[config.mk]
export PLATFORM = sky130hd
export DESIGN_NAME = branch_predictor
export DESIGN_NICKNAME = d
export VERILOG_FILES = /design/src/rtl/branch_predictor_pkg.sv /design/src/rtl/branch_predictor_sat_counter_array.sv /design/src/rtl/branch_predictor.sv
export SDC_FILE = /design/constraint.sdc
export NUM_CORES = 1
export LEC_CHECK = 0
export ABC_AREA = 1
export BUFFER_PORTS_ARGS = -buffer_cell sky130_fd_sc_hd__clkbuf_2
export CORE_UTILIZATION = 55
export DETAILED_ROUTE_END_ITERATION = 12
export PLACE_DENSITY = 0.76
export RECOVER_POWER = 50
export SLEW_MARGIN = 10
export SYNTH_ARGS = -nofsm -noshare
export SYNTH_HDL_FRONTEND = slang
export SYNTH_SLANG_ARGS = --single-unit
[constraint.sdc]
create_clock -name clk -period 3.04 [get_ports clk]
set_clock_uncertainty 0.15 [all_clocks]
set_input_delay 0.608 -clock clk [delete_from_list [all_inputs] [get_ports clk]]
set_output_delay 0.608 -clock clk [all_outputs]
set_load 0.02 [all_outputs]
[src/rtl/branch_predictor_pkg.sv]
// Shared definitions for the branch direction predictor.
//   BP_MODE_*   : indexing mode selectors for the top-level MODE parameter
//   clog2       : ceiling log2, used to derive the table index width
//   sat_update  : one step of a saturating up/down counter of a given width
package branch_predictor_pkg;

  localparam int BP_MODE_BIMODAL = 0;
  localparam int BP_MODE_GSHARE  = 1;

  // Widest counter supported; narrower counters ride in the low bits.
  localparam int BP_CNT_MAX_W = 4;

  function automatic int clog2(input int value);
    int result;
    result = 0;
    while ((1 << result) < value) result++;
    return result;
  endfunction

  function automatic logic [BP_CNT_MAX_W-1:0] sat_update(
    input logic [BP_CNT_MAX_W-1:0] cnt,
    input logic                    taken,
    input int                      width
  );
    logic [BP_CNT_MAX_W-1:0] max_val;
    max_val = BP_CNT_MAX_W'((1 << width) - 1);
    if (taken) begin
      return (cnt >= max_val) ? max_val : cnt + BP_CNT_MAX_W'(1);
    end
    return (cnt == '0) ? cnt : cnt - BP_CNT_MAX_W'(1);
  endfunction

endpackage

[src/rtl/branch_predictor_sat_counter_array.sv]
// bp_sat_counter_array: pattern history table storage.
// Ports:
//   clk, rst     : clock, synchronous active-high reset (entries -> weakly not-taken)
//   i_rd_idx     : asynchronous read index
//   o_rd_cnt     : counter value at i_rd_idx (pre-update value on a same-cycle write)
//   i_wr_en      : apply a saturating update at the clock edge
//   i_wr_idx     : entry to update
//   i_wr_taken   : 1 = increment toward all-ones, 0 = decrement toward zero
module bp_sat_counter_array
  import branch_predictor_pkg::*;
#(
  parameter  int PHT_DEPTH = 64,
  parameter  int CNT_W     = 2,
  localparam int IDX_W     = clog2(PHT_DEPTH)
) (
  input  logic             clk,
  input  logic             rst,
  input  logic [IDX_W-1:0] i_rd_idx,
  output logic [CNT_W-1:0] o_rd_cnt,
  input  logic             i_wr_en,
  input  logic [IDX_W-1:0] i_wr_idx,
  input  logic             i_wr_taken
);

  localparam logic [CNT_W-1:0] CNT_INIT = CNT_W'((1 << (CNT_W - 1)) - 1);

  logic [CNT_W-1:0] r_cnt [PHT_DEPTH];

  always_ff @(posedge clk) begin
    if (rst) begin
      for (int i = 0; i < PHT_DEPTH; i++) r_cnt[i] <= CNT_INIT;
    end else if (i_wr_en) begin
      r_cnt[i_wr_idx] <= CNT_W'(sat_update(BP_CNT_MAX_W'(r_cnt[i_wr_idx]), i_wr_taken, CNT_W));
    end
  end

  // No bypass: a same-cycle write is visible only after the edge.
  assign o_rd_cnt = r_cnt[i_rd_idx];

endmodule

[src/rtl/branch_predictor.sv]
// branch_predictor: dynamic branch direction predictor (bimodal or gshare).
// Ports:
//   clk, rst          : clock, synchronous active-high reset
//   pred_valid_i      : lookup request this cycle
//   pred_pc_i         : fetch PC
//   pred_take_o       : predicted direction (combinational)
//   pred_idx_o        : table index used, carried down the pipe
//   pred_ghr_o        : history before this lookup, carried down the pipe
//   upd_valid_i       : a conditional branch resolved this cycle
//   upd_idx_i         : index returned from pred_idx_o
//   upd_ghr_i         : history snapshot returned from pred_ghr_o
//   upd_taken_i       : actual outcome
//   upd_mispredict_i  : outcome differs from prediction (qualified by upd_valid_i)
//   lookup_cnt_o      : saturating lookup count
//   mispred_cnt_o     : saturating mispredict count
module branch_predictor
  import branch_predictor_pkg::*;
#(
  parameter  int PHT_DEPTH = 64,
  parameter  int CNT_W     = 2,
  parameter  int GHR_W     = 6,
  parameter  int MODE      = BP_MODE_BIMODAL,
  localparam int IDX_W     = clog2(PHT_DEPTH)
) (
  input  logic             clk,
  input  logic             rst,
  input  logic             pred_valid_i,
  input  logic [31:0]      pred_pc_i,
  output logic             pred_take_o,
  output logic [IDX_W-1:0] pred_idx_o,
  output logic [GHR_W-1:0] pred_ghr_o,
  input  logic             upd_valid_i,
  input  logic [IDX_W-1:0] upd_idx_i,
  input  logic [GHR_W-1:0] upd_ghr_i,
  input  logic             upd_taken_i,
  input  logic             upd_mispredict_i,
  output logic [31:0]      lookup_cnt_o,
  output logic [31:0]      mispred_cnt_o
);

  logic [GHR_W-1:0] r_ghr;
  logic [31:0]      r_lookup_cnt;
  logic [31:0]      r_mispred_cnt;

  logic [IDX_W-1:0] w_pc_idx;
  logic [IDX_W-1:0] w_lookup_idx;
  logic [CNT_W-1:0] w_rd_cnt;
  logic             w_repair;
  logic             w_unused;

  assign w_pc_idx     = pred_pc_i[IDX_W+1:2];
  assign w_lookup_idx = (MODE == BP_MODE_GSHARE) ? (w_pc_idx ^ IDX_W'(r_ghr)) : w_pc_idx;
  assign w_repair     = upd_valid_i & upd_mispredict_i;
  assign w_unused     = ^{pred_pc_i[31:IDX_W+2], pred_pc_i[1:0], upd_ghr_i};

  bp_sat_counter_array #(
    .PHT_DEPTH (PHT_DEPTH),
    .CNT_W     (CNT_W)
  ) u_pht (
    .clk        (clk),
    .rst        (rst),
    .i_rd_idx   (w_lookup_idx),
    .o_rd_cnt   (w_rd_cnt),
    .i_wr_en    (upd_valid_i),
    .i_wr_idx   (upd_idx_i),
    .i_wr_taken (upd_taken_i)
  );

  // Shifts are written as a truncating cast of {history, new_bit} so the
  // one-bit history case simply loads the new bit.
  always_ff @(posedge clk) begin
    if (rst || MODE != BP_MODE_GSHARE) begin
      r_ghr <= '0;
    end else if (w_repair) begin
      // Repair wins over a same-cycle lookup; that lookup is on the wrong path.
      r_ghr <= GHR_W'({upd_ghr_i, upd_taken_i});
    end else if (pred_valid_i) begin
      r_ghr <= GHR_W'({r_ghr, pred_take_o});
    end
  end

  always_ff @(posedge clk) begin
    if (rst) begin
      r_lookup_cnt  <= '0;
      r_mispred_cnt <= '0;
    end else begin
      if (pred_valid_i && r_lookup_cnt != '1) r_lookup_cnt <= r_lookup_cnt + 32'd1;
      if (w_repair && r_mispred_cnt != '1)    r_mispred_cnt <= r_mispred_cnt + 32'd1;
    end
  end

  assign pred_take_o   = w_rd_cnt[CNT_W-1];
  assign pred_idx_o    = w_lookup_idx;
  assign pred_ghr_o    = r_ghr;
  assign lookup_cnt_o  = r_lookup_cnt;
  assign mispred_cnt_o = r_mispred_cnt;

endmodule

==> results.ini <==
[global_routing]
first_global_vias=10300
grt_max_degree=90
gr-usage-all-layers_pct=29.5
antenna_found_initial=0
gr-total-overflow=0
grt_pass1_wl_mm=50.1

[sta]
max_slew_margin_pct=33.0
hold_slack_ns=0.345
fin_crit_ns=2.91
fmax_ghz=0.343
grt_setup_unrepaired=false
setup_tns_ns=0
hold_viol_final=0
slew_viol_final=0
fin_crit_sh_pct=95.8
setup_viol=0
worstMarginPinSlew_ns=1.01
layout_setup_ws_ns=0.127

[job]
cap_violations=0

[synthesis]
synth_top_cell_by_area=edfxtp_1
ys.flop_type=edfxtp_1
synth_top_family_by_area=simple AND/OR/NAND/NOR gates
synth_area_mm2=0.0114
synth_most_common_cell=nand2_1
synthAdderAreaFrac_pct=0.219
ys_types=40
synth_compound_area_share_pct=6.93
synth.area.mux_share_pct=0
ys_seq_elements=192
async_flop_share_pct=0
syn_inst=1602
synth-simple-area-share_pct=35.3
yosysWarningCount=0
synth_xor_area_share_pct=2.53
yosys.area.top_type_share_pct=33.6
synth-edff-count=128
syn_avg_cell_area_um2=7.13
synth_area_leaders=edfxtp_1, nand2_1, dfxtp_1
ys_seq_area_share_pct=44.9
synth_commonest_cells=nand2_1, nor2_1, inv_1

[clocking]
post_cts_buffers=0
ctsHoldBuffers=0
numCtsBuffers=17
clockBufferDepth=2
root_buffer=clkbuf_16
clock_latency_ns=0.45
clkTransAtPathRegs_ns=0.08
cts_tree=built
cts_resized=0
cts.htree.levels=4
cts.sinks=192

[final_layout]
finalCoreUtilization_pct=62.1
drive_above_1_share_pct=5.61
final_nets=1714
syn_to_final_growth_pct=10.3
final_cells=1945
antennaDiodeCount=0
multiInputGateArea_mm2=0.00516
seq_area_mm2=0.00512
final_area_mm2=0.0126
nFillCells=1895

[detailed_routing]
via_per_inst=5.56
first_pass_iters=5
avgRoutedWirePerCell_um=15.8
ant_nets=0
vias=10800
drcViolationCount=0
drt_iter0_drc=1049
totalWireLength_mm=30.8

[die]
coreArea_mm2=0.0203
fp.dieArea_mm2=0.0214
rows=52
floorplan.initialDensity_pct=56.3
io_pins=127
die_w_um=146
die_h_um=146

[place]
portBuffers=88
hpwlAfterDp_mm=21.0
gp_congestion=0.946
dpl_worst_slack_ns=0.0682
dpl_cell_area_mm2=0.0121
place_inst=1913

[power_and_ir_drop]
power_density_mw_per_mm2=471
combPwrFrac_pct=11.9
vdd.ir_drop.worst_mv=0.381
clkPwrFrac_pct=40.1
switchingPower_mw=1.65
power_mw=5.93
p_leak_nw=4.73
seq_power_share_pct=48.0
swShare_pct=27.8
intPower_mw=4.28

[setup_path]
crit_arrival_ns=2.15
cp-start-kind=input port
path_max_fanout=14
end_kind=primary output
crit_type=in -> out
crit_required_ns=2.28

[run_status]
status=finished, final reports clean

[worst_hold_path]
hold_class=reg -> reg

## kinds of logic after synthesis
group,Yosys count
AOI/OAI and AO/OA,143
xor gates and xnor gates,33
adders and majority gates,2
buffers and inverters,251
DFF,192
other,1
and+or+nand+nor,980
## worst paths after layout
check / from / to / slack (ns) / cells after the start
setup / recovery: pred_pc_i[3] / pred_take_o / 0.13 / 10
setup reg to reg: mispred_cnt_o[0] / mispred_cnt_o[23] / 0.36 / 13
hold / removal: mispred_cnt_o[31] / mispred_cnt_o[31] / 0.35 / 2
hold reg to reg: mispred_cnt_o[31] / mispred_cnt_o[31] / 0.35 / 2
## power groups by stage
stage	clock network (mW)	logic, mW	registers, mW
floorplan	0	0.496	2.90
global placement	0	0.686	2.90
detailed placement	0	0.697	2.90
CTS	2.39	0.702	2.84
global route	2.48	0.768	2.85
finish	2.38	0.706	2.84
## layout make-up
cell class / instances / share of cell area [%]
multi-input combinational: 1164 / 41.0
sequential: 192 / 40.7
inverter: 164 / 4.89
timing repair buffer: 123 / 5.83
clock buffer: 17 / 3.38
clock inverter: 15 / 1.57
tap: 270 / 2.68
## routing by layer
metal / share of wire, % / routed length [um] / GRT usage, % / vias up
li1: - / - / - / 5236
met1: 40 / 12300 / 37.4 / 4986
met2: 49 / 15000 / 50.4 / 518
met3: 8.8 / 2710 / 4.47 / 73
met4: 2.6 / 792 / 12.3 / 0
met5: 0 / 0 / 0 / -
## worst max-delay path: stages
cell and delay [ns]:
clkbuf_2 0.24, buf_4 0.28, a21oi_1 0.05, o21ai_0 0.11, o21ai_0 0.15, o211ai_1 0.28, nand3_1 0.12, nand3b_1 0.10
nand2_1 0.05, clkbuf_2 0.15
## layout by cell type, fill, tap and decap left out, types with 4 or more instances in the layout
| cell | netlist | routed |
|---|---|---|
| a21oi_1 | 52 | 52 |
| and3_1 | 4 | 4 |
| buf_12 | 0 | 11 |
| buf_4 | 14 | 18 |
| clkbuf_1 | 31 | 73 |
| clkbuf_16 | 0 | 17 |
| clkbuf_2 | 0 | 21 |
| conb_1 | 1 | 6 |
| dfxtp_1 | 64 | 64 |
| edfxtp_1 | 128 | 128 |
| inv_1 | 161 | 162 |
| inv_6 | 0 | 7 |
| nand2_1 | 525 | 524 |
| nand2_2 | 3 | 4 |
| nand3_1 | 114 | 114 |
| nand4_1 | 20 | 20 |
| nor2_1 | 248 | 249 |
| nor3_1 | 43 | 43 |
| nor3b_1 | 5 | 5 |
| o211ai_1 | 16 | 16 |
| o21ai_0 | 56 | 56 |
| o21ai_1 | 4 | 4 |
| o21bai_1 | 4 | 4 |
| o221ai_1 | 4 | 4 |
| o22ai_1 | 4 | 4 |
| xnor2_1 | 10 | 10 |
| xor2_1 | 23 | 23 |
## sequential cells by signal, summed over array words and instances, names as in the netlist
signal         flops
u_pht.r_cnt      128
lookup_cnt_o      32
mispred_cnt_o     32
Note: power is estimated with default switching activity, not from simulation.
